--- src/rtl/render_pixel_collector.sv ---
`default_nettype none
// ============================================================================
// Module   : render_pixel_collector
// Purpose  : Requests pixel bursts from the Mandelbrot engine, palette-maps
//            them and streams them into a linear frame-buffer write port.
// Revision : 1.0 - initial release
// ============================================================================
module render_pixel_collector #(
  parameter int set_size       = 1,
  parameter int max_iterations = 255,
  parameter int HBI            = 32,
  parameter int fifo_depth     = 16
) (
  input  logic           CLK,
  input  logic           SYS_RESET,
  input  logic           ready,
  input  logic [HBI-1:0] data,
  input  logic           frame_ready,
  input  logic [20:0]    total_pixels,
  input  logic [7:0]     color_offset,
  output logic           send_data,
  output logic           clear_frame,
  output logic           fb_we,
  output logic [20:0]    fb_addr,
  output logic [7:0]     fb_wdata,
  input  logic           fb_ready,
  output logic           frame_done
);

  localparam int c_AW = (fifo_depth > 1) ? $clog2(fifo_depth) : 1;
  localparam int c_WW = (set_size > 1) ? $clog2(set_size) : 1;

  localparam logic [c_AW:0]    c_DEPTH     = (c_AW+1)'(fifo_depth);
  localparam logic [c_AW:0]    c_SET       = (c_AW+1)'(set_size);
  localparam logic [c_WW-1:0]  c_LAST_WORD = c_WW'(set_size - 1);
  localparam logic [HBI-1:0]   c_MAX_IT    = HBI'(max_iterations);

  localparam logic [1:0] c_ST_IDLE = 2'd0;
  localparam logic [1:0] c_ST_REQ  = 2'd1;
  localparam logic [1:0] c_ST_CAPT = 2'd2;
  localparam logic [1:0] c_ST_HOLD = 2'd3;

  logic [1:0]      r_state;
  logic [c_WW-1:0] r_word;
  logic            r_hold;
  logic            r_send_data;
  logic            r_clear_frame;
  logic            r_fr_latched;
  logic            r_fb_we;
  logic [20:0]     r_fb_addr;
  logic [7:0]      r_fb_wdata;
  logic            r_frame_done;
  logic [c_AW-1:0] r_wptr;
  logic [c_AW-1:0] r_rptr;
  logic [c_AW:0]   r_count;
  logic [7:0]      r_mem [fifo_depth];

  logic            w_push;
  logic            w_pop;
  logic [c_AW:0]   w_free;
  logic [c_AW:0]   w_remain;
  logic [c_AW-1:0] w_head_ptr;
  logic [7:0]      w_color;
  logic            w_last_pix;

  assign w_push     = (r_state == c_ST_CAPT);
  assign w_pop      = r_fb_we & fb_ready;
  assign w_free     = c_DEPTH - r_count;
  assign w_color    = (data >= c_MAX_IT) ? 8'h00 : (data[7:0] + color_offset);
  // Occupancy and head after this cycle's pop, ignoring this cycle's push:
  // a freshly captured word only becomes visible one cycle later.
  assign w_remain   = r_count - (c_AW+1)'(w_pop);
  assign w_head_ptr = r_rptr + c_AW'(w_pop);
  assign w_last_pix = (r_fb_addr == (total_pixels - 21'd1));

  assign send_data   = r_send_data;
  assign clear_frame = r_clear_frame;
  assign fb_we       = r_fb_we;
  assign fb_addr     = r_fb_addr;
  assign fb_wdata    = r_fb_wdata;
  assign frame_done  = r_frame_done;

  // HOLD gives the engine two idle cycles before the next request.
  always_ff @(posedge CLK or posedge SYS_RESET) begin
    if (SYS_RESET) begin
      r_state     <= c_ST_IDLE;
      r_word      <= '0;
      r_hold      <= 1'b0;
      r_send_data <= 1'b0;
    end else begin
      r_send_data <= 1'b0;
      case (r_state)
        c_ST_IDLE: begin
          if (ready && (w_free >= c_SET)) begin
            r_send_data <= 1'b1;
            r_state     <= c_ST_REQ;
          end
        end
        c_ST_REQ: begin
          r_word  <= '0;
          r_state <= c_ST_CAPT;
        end
        c_ST_CAPT: begin
          if (r_word == c_LAST_WORD) begin
            r_hold  <= 1'b0;
            r_state <= c_ST_HOLD;
          end else begin
            r_word <= r_word + 1'b1;
          end
        end
        c_ST_HOLD: begin
          if (r_hold) begin
            r_state <= c_ST_IDLE;
          end else begin
            r_hold <= 1'b1;
          end
        end
        default: r_state <= c_ST_IDLE;
      endcase
    end
  end

  always_ff @(posedge CLK) begin
    if (w_push) begin
      r_mem[r_wptr] <= w_color;
    end
  end

  always_ff @(posedge CLK or posedge SYS_RESET) begin
    if (SYS_RESET) begin
      r_wptr  <= '0;
      r_rptr  <= '0;
      r_count <= '0;
    end else begin
      if (w_push) r_wptr <= r_wptr + 1'b1;
      if (w_pop)  r_rptr <= r_rptr + 1'b1;
      case ({w_push, w_pop})
        2'b10:   r_count <= r_count + 1'b1;
        2'b01:   r_count <= r_count - 1'b1;
        default: r_count <= r_count;
      endcase
    end
  end

  always_ff @(posedge CLK or posedge SYS_RESET) begin
    if (SYS_RESET) begin
      r_fb_we      <= 1'b0;
      r_fb_addr    <= '0;
      r_fb_wdata   <= '0;
      r_frame_done <= 1'b0;
    end else begin
      r_fb_we      <= (w_remain != '0);
      r_frame_done <= w_pop & w_last_pix;
      if (w_remain != '0) begin
        r_fb_wdata <= r_mem[w_head_ptr];
      end
      if (w_pop) begin
        r_fb_addr <= w_last_pix ? 21'd0 : (r_fb_addr + 21'd1);
      end
    end
  end

  always_ff @(posedge CLK or posedge SYS_RESET) begin
    if (SYS_RESET) begin
      r_clear_frame <= 1'b0;
      r_fr_latched  <= 1'b0;
    end else begin
      r_clear_frame <= 1'b0;
      if (frame_ready && !r_clear_frame && !r_fr_latched) begin
        r_clear_frame <= 1'b1;
        r_fr_latched  <= 1'b1;
      end else if (!frame_ready) begin
        r_fr_latched <= 1'b0;
      end
    end
  end

endmodule
`default_nettype wire

--- config.mk ---
export PLATFORM = sky130hd
export DESIGN_NAME = render_pixel_collector
export DESIGN_NICKNAME = d
export VERILOG_FILES = /design/src/rtl/render_pixel_collector.sv
export SDC_FILE = /design/constraint.sdc
export NUM_CORES = 1
export LEC_CHECK = 0
export BUFFER_PORTS_ARGS = -buffer_cell sky130_fd_sc_hd__buf_2
export CAP_MARGIN = 20
export CORE_MARGIN = 10
export CORE_UTILIZATION = 59
export DETAILED_ROUTE_END_ITERATION = 16
export GPL_TIMING_DRIVEN = 0
export PLACE_DENSITY = 0.92
export SYNTH_ARGS = -nofsm -noshare
export SYNTH_HDL_FRONTEND = slang
export SYNTH_SLANG_ARGS = --single-unit
--- constraint.sdc ---
create_clock -name CLK -period 3.85 [get_ports CLK]
set_input_delay 0.385 -clock CLK [delete_from_list [all_inputs] [get_ports CLK]]
set_output_delay 0.385 -clock CLK [all_outputs]
set_load 0.1 [all_outputs]
==> results of run 1 <==
## area by class of cell
cell class	instances	area (um2)	area share, %
Sequential cell	178	5090	51.8
Timing Repair Buffer	105	569	5.78
Inverter	20	75.1	0.763
Clock buffer	19	433	4.40
Tap cell	180	225	2.29
Multi-Input combinational cell	366	3230	32.8
Clock inverter	13	143	1.45
Buffer	15	78.8	0.801
## synth_stat cells, types with 3 or more instances
| cell type | count |
|---|---|
| nand2_1 | 32 |
| dfrtp_1 | 50 |
| xor2_1 | 32 |
| nor2b_1 | 5 |
| nand2b_1 | 3 |
| buf_1 | 3 |
| ha_1 | 27 |
| and2_1 | 19 |
| edfxtp_1 | 128 |
| a21oi_1 | 11 |
| a31oi_1 | 3 |
| nor3_1 | 18 |
| nor3b_1 | 3 |
| and3_1 | 5 |
| or3_1 | 9 |
| clkbuf_1 | 10 |
| mux4_2 | 40 |
| mux2_2 | 9 |
| mux2i_1 | 3 |
| nand4_1 | 9 |
| xnor2_1 | 35 |
| inv_1 | 20 |
| o21ai_0 | 9 |
| nor2_1 | 32 |
| nor4_1 | 13 |
| nand3_1 | 12 |
| a21o_1 | 5 |
| or4_1 | 4 |
## report_power, final
part	switching (W)	total (W)	leakage [nW]	internal [W]
sequential	0.000207	0.00249	1.96	0.00229
combinational	0.00161	0.00266	1.74	0.00105
clock	0.000684	0.00169	0.274	0.00101
## kinds of logic after synthesis
group           share of synthesized area, %
xor+xnor                                6.95
flops                                   60.3
simple gates                            10.9
compound gates                          3.57
buf+inv                                 1.64
mux                                     12.2
fa+ha+maj                               4.47
## registers in the layout, summed over array words and instances (netlist names)
register / cells
r_fr_latched: 1
clear_frame: 1
fb_we: 1
send_data: 1
fb_addr: 21
r_rptr: 4
fb_wdata: 8
r_state: 2
frame_done: 1
r_count: 5
r_hold: 1
r_mem: 128
r_wptr: 4
## final timing paths
check	to	slack [ns]	cells past startpoint
setup / recovery	fb_wdata[2]	0.13	9
hold / removal	r_fr_latched	0.21	2
setup reg to reg	fb_wdata[2]	0.13	9
hold reg to reg	clear_frame	0.44	1
max in group asynchronous	r_fr_latched	2.88	4
min in group asynchronous	fb_we	0.45	3
## critical path: cells and delay by family (launching register included)
kind          cells  cell delay (ns)
fa+ha+maj         1             0.35
buf+inv           4             1.32
flops             1             0.38
mux               3             1.42
simple gates      1             0.13
## per-stage QoR
stage               instances  utilization [%]  TNS [ns]  cell area [um2]
floorplan                 579                -         0             8450
global placement          856             65.8         0             9160
detailed placement        861             66.2   -0.0680             9230
CTS                       894             70.4         0             9810
global route              896             70.6   -0.0347             9840
finish                    896             70.6         0             9840
## metal layers
metal	GRT usage [%]	wire (um)
met5	0	0
met3	5.48	1400
met4	5.87	282
met1	24.5	7770
met2	35.0	10200
## cells in the final DEF, fill, tap and decap left out, types with 11 or more instances in the layout
master | netlist | final
and2_1 | 19 | 19
inv_1 | 20 | 19
nor3_1 | 18 | 16
xor2_1 | 32 | 32
nor2_1 | 32 | 32
nand3_1 | 12 | 12
ha_1 | 27 | 27
edfxtp_1 | 128 | 128
mux4_2 | 40 | 40
clkbuf_16 | 0 | 17
nor4_1 | 13 | 13
nand2_1 | 32 | 32
dfrtp_1 | 50 | 50
a21oi_1 | 11 | 11
buf_2 | 0 | 98
xnor2_1 | 35 | 35
## timing repair
| item | CTS | global route |
|---|---|---|
| setup endpoints to repair | 1 | 8 |
| gates cloned | 0 | 0 |
| resized for setup | 1 | 7 |
| endpoints found under the hold margin | 12 | 0 |
| hold buffers | 1 | 0 |
==> results.sh, run 1 <==
export IMPL_timing_fmax_ghz=0.269
export IMPL_period_needed_ns=3.72
export IMPL_synth_area_top_cells="edfxtp_1 45%, dfrtp_1 15%, mux4_2 11%"
export IMPL_routabilityCongestion=0.950
export IMPL_synth_edf_count=128
export IMPL_syn_nets=674
export IMPL_antenna_left=0
export IMPL_numCtsBuffers=17
export IMPL_synth_cell_type_count=51
export IMPL_diodes=0
export IMPL_vdd_ir_drop_max_mv=0.527
export IMPL_cp_start_kind="flip-flop"
export IMPL_ys_flop_type="edfxtp_1"
export IMPL_rsz0062_at_grt="true"
export IMPL_grt_max_degree=39
export IMPL_power_density_nw_per_um2=695
export IMPL_nFillCells=912
export IMPL_finalPower_w=0.00684
export IMPL_endpoint_kind="flip-flop"
export IMPL_status="finished, final reports clean"
export IMPL_rows=43
export IMPL_avgSynthCellArea_um2=14.6
export IMPL_min_period_over_period_pct=96.7
export IMPL_drc_errors=0
export IMPL_grt_pass1_vias=5581
export IMPL_ys_seq_area_share_pct=60.3
export IMPL_critPathLaunch="fb_we"
export IMPL_hold_class="primary input to flip-flop"
export IMPL_dp_hpwl_mm=13.8
export IMPL_ys_warn_count=0
export IMPL_async_flop_share_pct=28.1
export IMPL_critPathKind="flip-flop to flip-flop"
export IMPL_worstMarginPinSlew_ns=0.995
export IMPL_root_buffer="clkbuf_16"
export IMPL_synth_top_area_share_pct=45.5
export IMPL_critPathRequiredTime_ns=4.16
export IMPL_synth_seq_cells=178
export IMPL_gr_total_overflow=0
export IMPL_grt_pass1_wl_mm=31.0
export IMPL_cp_cell_sequence="nand2_1 -> clkbuf_1 -> inv_1 -> ha_1 -> clkbuf_1 -> clkbuf_4 -> mux4_2 -> mux4_2 -> mux2_2"
export IMPL_hold_violations=0
export IMPL_drt_total_wl_mm=19.7
export IMPL_cpPeakStageDelay_ns=0.60
export IMPL_core_area_um2=13900
export IMPL_drtIter0Drc=479
export IMPL_setup_violations=0
export IMPL_wl_per_cell_um=21.9
export IMPL_yosys_area_top_type="edfxtp_1"
export IMPL_final_nets=798
export IMPL_syn_to_final_growth_pct=16.5
export IMPL_clkLatencyLatePin_ns=0.43
export IMPL_die_h_um=140
export IMPL_dpl_worst_slack_ns=-0.0336
export IMPL_hold_start="frame_ready"
export IMPL_drtPass1Iterations=9
export IMPL_die_x_um=140
export IMPL_vias_per_cell=6.07
export IMPL_critical_path_slowest_cell="mux4_2"
export IMPL_io_pins=99
export IMPL_vias=5438
export IMPL_fp_dieArea_um2=19500
export IMPL_setup_ws_ns=0.127
export IMPL_clock_skew_ns=0.00957
export IMPL_synth_cells=579
export IMPL_power_leakage_nw=3.98
export IMPL_r2r_start="fb_we"
export IMPL_initial_core_util_pct=60.6
export IMPL_maxCapViolCount=0
export IMPL_worst_ep_arrival_time_ns=4.04
export IMPL_drive_gt1_share_pct=27.4
export IMPL_maxSlewViolCount=0
export IMPL_grt_antenna_before_repair=0
export IMPL_worst_path_max_fanout=10
export IMPL_cts_setup_buffers=0
export IMPL_syn_area_um2=8450
export IMPL_grt_usage_pct=20.3
export IMPL_clk_path_buf_depth=2
export IMPL_port_buffers=97
export IMPL_h_tree_depth=4
export IMPL_cts_sinks=178
export IMPL_slew_headroom_pct=33.5
export IMPL_worst_hold_slack_ns=0.215
export IMPL_clkTransAtPathRegs_ns=0.06
export IMPL_cts_tree="yes"
No activity file was read; power rests on OpenSTA's default activity.
==> inputs of run 2 (changes only) <==
CORE_UTILIZATION = 40   (was 59)
PLACE_DENSITY = 0.69   (was 0.92)
==> results.sh, run 2 (synthesized netlist as in run 1, its figures left out) <==
export IMPL_drt_total_wl_mm=18.0
export IMPL_hold_start="frame_ready"
export IMPL_maxSlewViolCount=0
export IMPL_nFillCells=1792
export IMPL_wl_per_cell_um=18.2
export IMPL_maxCapViolCount=0
export IMPL_placedCellCount=956
export IMPL_period_needed_ns=3.39
export IMPL_antenna_left=0
export IMPL_tns_ns=0
export IMPL_power_density_nw_per_um2=674
export IMPL_critPathLaunch="fb_we"
export IMPL_dpl_worst_slack_ns=-0.0218
export IMPL_top_register="r_mem"
export IMPL_cp_start_kind="flip-flop"
export IMPL_critPathKind="flip-flop to flip-flop"
export IMPL_clock_skew_ns=0.0131
export IMPL_die_x_um=165
export IMPL_vdd_ir_drop_max_mv=0.371
export IMPL_die_h_um=165
export IMPL_clk_path_buf_depth=2
export IMPL_rrSetupSlack_ns=0.46
export IMPL_rows=53
export IMPL_status="finished, final reports clean"
export IMPL_dpl_cell_area_um2=9370
export IMPL_setup_ws_ns=0.460
export IMPL_cts_tree="yes"
export IMPL_largest_reg_flops=128
export IMPL_final_nets=795
export IMPL_port_buffers=97
export IMPL_initial_core_util_pct=40.4
export IMPL_clkTransAtPathRegs_ns=0.07
export IMPL_drtIter0Drc=333
export IMPL_setup_violations=0
export IMPL_layout_commonest_cell="edfxtp_1"
export IMPL_multi_input_area_um2=3240
export IMPL_endpoint_kind="flip-flop"
export IMPL_timing_fmax_ghz=0.295
export IMPL_r2r_start="fb_we"
export IMPL_power_leakage_nw=3.98
export IMPL_rsz0062_at_grt="false"
export IMPL_drtPass1Iterations=5
export IMPL_numCtsBuffers=17
export IMPL_worst_ep_arrival_time_ns=3.70
export IMPL_grt_pass1_vias=5440
export IMPL_critPathRequiredTime_ns=4.16
export IMPL_slew_headroom_pct=35.2
export IMPL_layout_common_cells="128 x edfxtp_1, 97 x buf_2, 50 x dfrtp_1, 40 x mux4_2, 35 x xnor2_1"
export IMPL_gr_total_overflow=0
export IMPL_drc_errors=0
export IMPL_diodes=0
export IMPL_root_buffer="clkbuf_16"
export IMPL_crit_path_end="fb_wdata[5]"
export IMPL_syn_to_final_growth_pct=18.1
export IMPL_hold_violations=0
export IMPL_dp_hpwl_mm=13.2
export IMPL_ff2ff_path_depth=8
export IMPL_drive_gt1_share_pct=28.6
export IMPL_fp_dieArea_um2=27300
export IMPL_r2r_end="fb_wdata[5]"
export IMPL_worst_path_max_fanout=12
export IMPL_fin_area_um2=9980
export IMPL_grt_usage_pct=13.6
export IMPL_clkLatencyLatePin_ns=0.43
export IMPL_hold_class="primary input to flip-flop"
export IMPL_cts_sinks=178
export IMPL_vias=5142
export IMPL_io_pins=99
export IMPL_min_period_over_period_pct=88.1
export IMPL_core_area_um2=20900
export IMPL_routabilityCongestion=0.839
export IMPL_vias_per_cell=5.20
export IMPL_h_tree_depth=4
export IMPL_final_cell_count_no_fill=988
export IMPL_final_seq_area_um2=5090
export IMPL_grt_antenna_before_repair=0
export IMPL_worstMarginPinSlew_ns=0.967
export IMPL_grt_pass1_wl_mm=28.5
export IMPL_grt_max_degree=38
## run 2: changes by cell type in the layout (fill, tap and decap cells not counted), moves of 2 or more
cell        previous run  this run
bufinv_16              3         0
inv_8                  0         3
clkbuf_1               9         6
nor3_1                16        13
nor3_2                 2         5
clkinvlp_4             2         0
clkinv_8               0         5
inv_6                  0         4
clkinv_1               5         0
## run 2: area by class of cell
type                    instances  area share [%]
well taps                     275            3.45
repair buffers                103            5.58
flip-flops and latches        178            51.0
plain buffers                  14           0.752
clock inverters                15            1.69
multi-input cells             366            32.5
inverters                      20           0.752
clock buffers                  17            4.26
## run 2: where the power goes
group / switching (W) / internal (W)
combinational: 0.00154 / 0.00103
clock: 0.000811 / 0.000872
sequential: 0.000193 / 0.00228
## run 2: repair_timing
action | CTS | global route
resized for setup | 0 | 9
buffers inserted | 0 | 0
endpoints found under the setup margin | 0 | 8
hold endpoints to repair | 13 | 0
hold buffers | 1 | 0
## run 2: metal layers
metal / up-vias / routed length [um] / track usage [%]
met3: 16 / 1480 / 4.02
met5: - / 0 / 0
li1: 2439 / - / -
met4: 0 / 142 / 3.03
met2: 163 / 8520 / 22.4
met1: 2524 / 7860 / 17.3
## run 2: how the worst min path moves through the flow
stage                    to  depth (start not counted)
6_report       r_fr_latched                          2
2_1_floorplan   clear_frame                          1
4_1_cts        r_fr_latched                          2
5_1_grt        r_fr_latched                          2
3_3_place_gp    clear_frame                          1
3_5_place_dp     r_count[0]                          2
## run 2: worst max-delay path, stage by stage, from the launching register on
cell	delay [ns]
dfrtp_1	0.38
nand2_1	0.34
inv_1	0.28
ha_1	0.34
clkbuf_1	0.22
clkbuf_4	0.34
mux4_2	0.56
mux4_2	0.53
mux2_2	0.28
## run 2: through the flow
stage | hold WS [ns] | total power [W] | utilization (%)
finish | 0.222 | 0.00673 | 47.8
global route | 0.207 | 0.00711 | 47.8
CTS | 0.203 | 0.00679 | 47.7
detailed placement | 0.373 | 0.00511 | 44.9
global placement | 0.416 | 0.00505 | 44.4
floorplan | 0.407 | 0.00450 | -
